[src/rtl/fmac_stream.sv]
// fmac_stream: pipelined single-precision multiply-accumulate over framed vectors.
// Operand regs (S1) -> product reg (S2) -> accumulator (S3) -> held output reg.
// Build option: define FMAC_SAT_EN to clamp overflowed values to max finite
// instead of infinity; the sticky out_ovf flag is the same in both builds.
module fmac_stream #(
    parameter int CNT_W = 8
) (
    input  logic             CLK,
    input  logic             rst,
    input  logic             in_valid,
    output logic             in_ready,
    input  logic             in_last,
    input  logic [31:0]      In1,
    input  logic [31:0]      In2,
    output logic             out_valid,
    input  logic             out_ready,
    output logic [31:0]      MacOut,
    output logic [CNT_W-1:0] out_count,
    output logic             out_ovf
);

`ifdef FMAC_SAT_EN
    localparam logic [30:0] OVF_MAG = 31'h7F7FFFFF;
`else
    localparam logic [30:0] OVF_MAG = 31'h7F800000;
`endif

    typedef enum logic [1:0] {IDLE, ACC, DRAIN, DONE} state_t;

    state_t            state, state_nxt;
    logic              accept, load_out;
    logic [2:0]        vld_pipe, lst_pipe;   // [0]=S1, [1]=S2, [2]=S3
    logic [31:0]       s1_a, s1_b;
    logic [31:0]       s2_p;
    logic              s2_zero, s2_ovf;
    logic [31:0]       acc;
    logic              acc_sat, acc_ovf;
    logic [CNT_W-1:0]  cnt;

    assign accept   = in_valid & in_ready;
    // The accumulator holds the finished sum once the last element has left S3.
    assign load_out = vld_pipe[2] & lst_pipe[2];

    // State register
    always_ff @(posedge CLK) begin
        if (!rst) state <= IDLE;
        else      state <= state_nxt;
    end

    // Next-state and handshake outputs; in_ready is 1 in IDLE/ACC, so in_valid alone means accept there
    always_comb begin
        state_nxt = state;
        in_ready  = 1'b0;
        out_valid = 1'b0;
        case (state)
            IDLE, ACC: begin
                in_ready = 1'b1;
                if (in_valid) state_nxt = in_last ? DRAIN : ACC;
            end
            DRAIN: if (load_out) state_nxt = DONE;
            DONE: begin
                out_valid = 1'b1;
                if (out_ready) state_nxt = IDLE;
            end
            default: state_nxt = IDLE;
        endcase
    end

    // S1 operand capture and valid/last shift registers
    always_ff @(posedge CLK) begin
        if (!rst) begin
            vld_pipe <= '0;
            lst_pipe <= '0;
            s1_a     <= '0;
            s1_b     <= '0;
        end else begin
            vld_pipe <= {vld_pipe[1:0], accept};
            lst_pipe <= {lst_pipe[1:0], accept & in_last};
            if (accept) begin
                s1_a <= In1;
                s1_b <= In2;
            end
        end
    end

    // Multiplier: exponents kept biased-plus-127 in 10 bits so no signed math is needed
    logic [47:0] mprod;
    logic        m_norm, m_sgn, m_ovf, m_zero;
    logic [9:0]  m_eraw, m_eadj;
    logic [22:0] m_mant;
    logic [31:0] m_res;
    always_comb begin
        mprod  = {24'b0, 1'b1, s1_a[22:0]} * {24'b0, 1'b1, s1_b[22:0]};
        m_norm = mprod[47];
        m_sgn  = s1_a[31] ^ s1_b[31];
        m_eraw = {2'b0, s1_a[30:23]} + {2'b0, s1_b[30:23]} + {9'b0, m_norm};
        m_eadj = m_eraw - 10'd127;
        m_mant = m_norm ? mprod[46:24] : mprod[45:23];
        m_ovf  = (s1_a[30:23] == 8'hFF) || (s1_b[30:23] == 8'hFF) || (m_eraw >= 10'd382);
        m_zero = !m_ovf && ((s1_a[30:23] == 8'h00) || (s1_b[30:23] == 8'h00) || (m_eraw <= 10'd127));
        if (m_ovf)       m_res = {m_sgn, OVF_MAG};
        else if (m_zero) m_res = 32'h0;
        else             m_res = {m_sgn, m_eadj[7:0], m_mant};
    end

    // S2 product register
    always_ff @(posedge CLK) begin
        if (!rst) begin
            s2_p    <= '0;
            s2_zero <= 1'b0;
            s2_ovf  <= 1'b0;
        end else if (vld_pipe[0]) begin
            s2_p    <= m_res;
            s2_zero <= m_zero;
            s2_ovf  <= m_ovf;
        end
    end

    function automatic logic [4:0] lzc24(input logic [23:0] v);
        lzc24 = 5'd0;
        for (int i = 0; i < 24; i++)
            if (v[i]) lzc24 = 5'(23 - i);
    endfunction

    // Adder for two nonzero finite terms: align the smaller magnitude by truncating shift
    logic [31:0] big, sml;
    logic [7:0]  a_d;
    logic [23:0] a_mb, a_ms, a_diff, a_shl;
    logic [24:0] a_sum;
    logic [4:0]  a_lz;
    logic [31:0] add_res;
    logic        add_ovf;
    always_comb begin
        add_ovf = 1'b0;
        if (acc[30:0] >= s2_p[30:0]) begin
            big = acc;  sml = s2_p;
        end else begin
            big = s2_p; sml = acc;
        end
        a_d    = big[30:23] - sml[30:23];
        a_mb   = {1'b1, big[22:0]};
        a_ms   = (a_d >= 8'd24) ? 24'h0 : ({1'b1, sml[22:0]} >> a_d);
        a_sum  = {1'b0, a_mb} + {1'b0, a_ms};
        a_diff = a_mb - a_ms;
        a_lz   = lzc24(a_diff);
        a_shl  = a_diff << a_lz;
        if (big[31] == sml[31]) begin
            if (a_sum[24]) begin
                if (big[30:23] == 8'hFE) begin
                    add_ovf = 1'b1;
                    add_res = {big[31], OVF_MAG};
                end else begin
                    add_res = {big[31], big[30:23] + 8'd1, a_sum[23:1]};
                end
            end else begin
                add_res = {big[31], big[30:23], a_sum[22:0]};
            end
        end else if (a_diff == 24'h0 || big[30:23] <= {3'b0, a_lz}) begin
            add_res = 32'h0;   // exact cancellation or underflow
        end else begin
            add_res = {big[31], big[30:23] - {3'b0, a_lz}, a_shl[22:0]};
        end
    end

    // S3 accumulator with sticky overflow; cleared as the result moves to the output register
    always_ff @(posedge CLK) begin
        if (!rst || load_out) begin
            acc     <= '0;
            acc_sat <= 1'b0;
            acc_ovf <= 1'b0;
        end else if (vld_pipe[1]) begin
            if (acc_sat) begin
                acc <= acc;
            end else if (s2_ovf) begin
                acc     <= s2_p;
                acc_sat <= 1'b1;
                acc_ovf <= 1'b1;
            end else if (s2_zero) begin
                acc <= acc;
            end else if (acc[30:23] == 8'h00) begin
                acc <= s2_p;
            end else begin
                acc     <= add_res;
                acc_sat <= add_ovf;
                acc_ovf <= acc_ovf | add_ovf;
            end
        end
    end

    // Element counter, saturating
    always_ff @(posedge CLK) begin
        if (!rst || load_out)          cnt <= '0;
        else if (accept && cnt != '1) cnt <= cnt + 1'b1;
    end

    // Output register, held while out_valid is high
    always_ff @(posedge CLK) begin
        if (!rst) begin
            MacOut    <= '0;
            out_count <= '0;
            out_ovf   <= 1'b0;
        end else if (load_out) begin
            MacOut    <= acc;
            out_count <= cnt;
            out_ovf   <= acc_ovf;
        end
    end

endmodule
[config.mk]
export PLATFORM = sky130hd
export DESIGN_NAME = fmac_stream
export DESIGN_NICKNAME = d
export VERILOG_FILES = /design/src/rtl/fmac_stream.sv
export SDC_FILE = /design/constraint.sdc
export NUM_CORES = 2
export LEC_CHECK = 0
export BUFFER_PORTS_ARGS = -buffer_cell sky130_fd_sc_hd__buf_2
export CORE_MARGIN = 2
export CORE_UTILIZATION = 55
export CTS_CLUSTER_DIAMETER = 60
export DETAILED_ROUTE_END_ITERATION = 10
export PLACE_DENSITY = 0.7
export SYNTH_ARGS = -nofsm -noshare
export SYNTH_HDL_FRONTEND = slang
export SYNTH_SLANG_ARGS = --single-unit
[constraint.sdc]
create_clock -name CLK -period 30.9 [get_ports CLK]
set_clock_uncertainty 0.1 [all_clocks]
set_input_delay 3.09 -clock CLK [delete_from_list [all_inputs] [get_ports CLK]]
set_output_delay 3.09 -clock CLK [all_outputs]
set_load 0.05 [all_outputs]
==> metrics.cfg <==
[cells_and_area]
area_growth_pct=5.53
multi_input_area_mm2=0.0262
final_common_cell=nand2_1
fillCellCount=5489
n_antenna_cell=0
fin_util_pct=58.4
drive_gt1_share_pct=7.21
final_area_mm2=0.0351
final_cell_mix=nand2_1, inv_1, fa_1, ha_1, and2_1
finalNetCount=4841
ff_latch_area_mm2=0.00378

[clocking]
clkTransAtPathRegs_ns=0.08
htreeDepth=4
cts-root-buf=clkbuf_16
cts_tree=done
cts_resized=0
clock-sinks=189
clk_latency_ns=0.52
post_cts_buffers=0
cts_hold_buffers=0
numCtsBuffers=17
cts_max_path_buffers=2

[sta]
clock.fmax_mhz=72.0
min_period_ns=13.88
setup_tns_ns=0
worst_pin_slew_ns=1.35
fin_hold_ws_ns=0.340
rsz0062_at_grt=no
setup_viol=0
report.final.slew_viol_count=0
hold_viol_final=0
slew_headroom_pct=9.75
period_share_pct=44.9

[synthesis]
syn-cell-area_mm2=0.0332
yosysSeqAreaShare_pct=11.4
ys_async_sr_fraction_pct=0
syn_inst=4050
ys_warn_count=0
syn_area_per_cell_um2=8.21
synth_edf_count=0
ys_ff_latch=189
synth_ff_type=dfxtp_1
ys_types=98
syn_nets=4869

[grt]
busiest_layer=met2
met3_usage_pct=5.76
antenna_found_initial=3
grtUsageMet1_pct=46.8
grt_max_degree=76
track_usage_pct=33.1
grt_use_met2_pct=51.1
grt_pass1_wl_um=161000
grt.overflow.total=0
grt_pass1_vias=28400

[worst_setup_path]
worst_ep_arrival_time_ns=14.23
worstSetupPathType=reg2reg
cp-start-kind=flip-flop
cpMaxStageDelayCell=dfxtp_1
crit_family=adder cells
slowest_delay_ns=1.19
critPathMaxFanout=28
cp_data_required_time_ns=31.25
crit_path_frequent_cell=fa_1
cp_num_buf_inv=8
end_kind=flip-flop

[floorplan]
fp-row-count=90
die_w_um=250
core_area_mm2=0.0600
io-pin-count=112
start_util_pct=55.4
die_area_mm2=0.0624
die_h_um=250

[run]
cap_violations=0

[pwr]
vdd_ir_drop_max_mv=0.0690
internal-power_w=0.000787
p_switching_w=0.000885
power.density_mw_per_mm2=47.7
seq_power_share_pct=15.9
p_leak_nw=16.7
p_clk_share_pct=15.3
power_w=0.00167
swShare_pct=52.9
power_frac_comb_pct=68.8

[drt]
wl_um=101000
postRouteAntennaNets=0
drt_iter0_drc=2729
drtPass1Iterations=9
wire_per_inst_um=20.9
viasPerCell=5.94
drcViolationCount=0
vias=28600

[hold_path]
hold_class=reg2reg

[placed_design]
placed_cell_area_mm2=0.0344
gp_congestion=1.02
hpwl_um=77100
port_buffers=111

[outcome]
status=completed

==> registers in the layout, indices dropped and copies added (netlist names), 8 cells and up <==
register,flops
cnt,8
s2_p,32
MacOut,32
acc,32
s1_a,32
s1_b,32
out_count,8
==> synth_stat cells (all sizes together), types with 20 or more instances <==
| master | n | area [um2] |
|---|---|---|
| inv | 631 | 2370 |
| o21a | 22 | 165 |
| nand2 | 695 | 2610 |
| xor2 | 35 | 307 |
| o21ai | 119 | 611 |
| dfxtp | 189 | 3780 |
| a21oi | 142 | 726 |
| fa | 486 | 9730 |
| a211oi | 29 | 243 |
| nor3 | 34 | 181 |
| ha | 264 | 3300 |
| a21boi | 110 | 830 |
| mux2 | 32 | 360 |
| a31oi | 20 | 131 |
| clkbuf | 186 | 698 |
| nor2 | 188 | 708 |
| xnor2 | 67 | 594 |
| and2 | 229 | 1430 |
| a21o | 40 | 300 |
| buf | 40 | 198 |
| mux2i | 106 | 1060 |
| nor2b | 31 | 194 |
| nand3 | 48 | 240 |
==> metrics by stage <==
step                      setup WS (ns)  instances
after floorplan                   19.95       4050
after global placement            17.33       4785
after detailed placement          17.24       4785
after CTS                         17.21       4817
after global routing              16.21       4817
final                             17.02       4817
==> power groups by stage <==
stage                     Combinational [W]  Clock, W  Sequential, W
after floorplan                    0.000830         0       0.000265
after global placement              0.00110         0       0.000270
after detailed placement            0.00110         0       0.000270
after CTS                           0.00111  0.000259       0.000264
after global routing                0.00123  0.000268       0.000266
final                               0.00115  0.000256       0.000265
==> path summary, 6_finish.rpt <==
kind               startpoint          end  slack, ns  cells after the start
hold / removal    lst_pipe[0]  lst_pipe[1]       0.34                      1
setup / recovery     s1_a[12]     s2_p[21]      17.02                     44
hold reg to reg   lst_pipe[0]  lst_pipe[1]       0.34                      1
setup reg to reg     s1_a[12]     s2_p[21]      17.02                     44
==> final cells by class <==
type                       instances  area share [%]
inverter                         632            6.77
multi-input combinational       3003            74.8
clock inverter                    15           0.628
sequential                       189            10.8
tap                              782            2.79
timing repair buffer             179            3.05
clock buffer                      17            1.21
==> layer usage <==
metal / up-vias / wire [um] / share of wire [%]
met1: 14100 / 43100 / 43
met2: 1364 / 44700 / 44
met4: 2 / 3610 / 3.6
li1: 12900 / - / -
met3: 226 / 9510 / 9.4
met5: - / 13 / 0.013
==> cells by family after synthesis <==
family                     synth area share, %
adders and majority gates                 39.2
AOI/OAI and AO/OA                         14.0
buffers and inverters                     9.84
DFF                                       11.4
and+or+nand+nor                           18.6
xor gates and xnor gates                  2.71
muxes                                     4.34
Power figures use the tool's default switching activity.
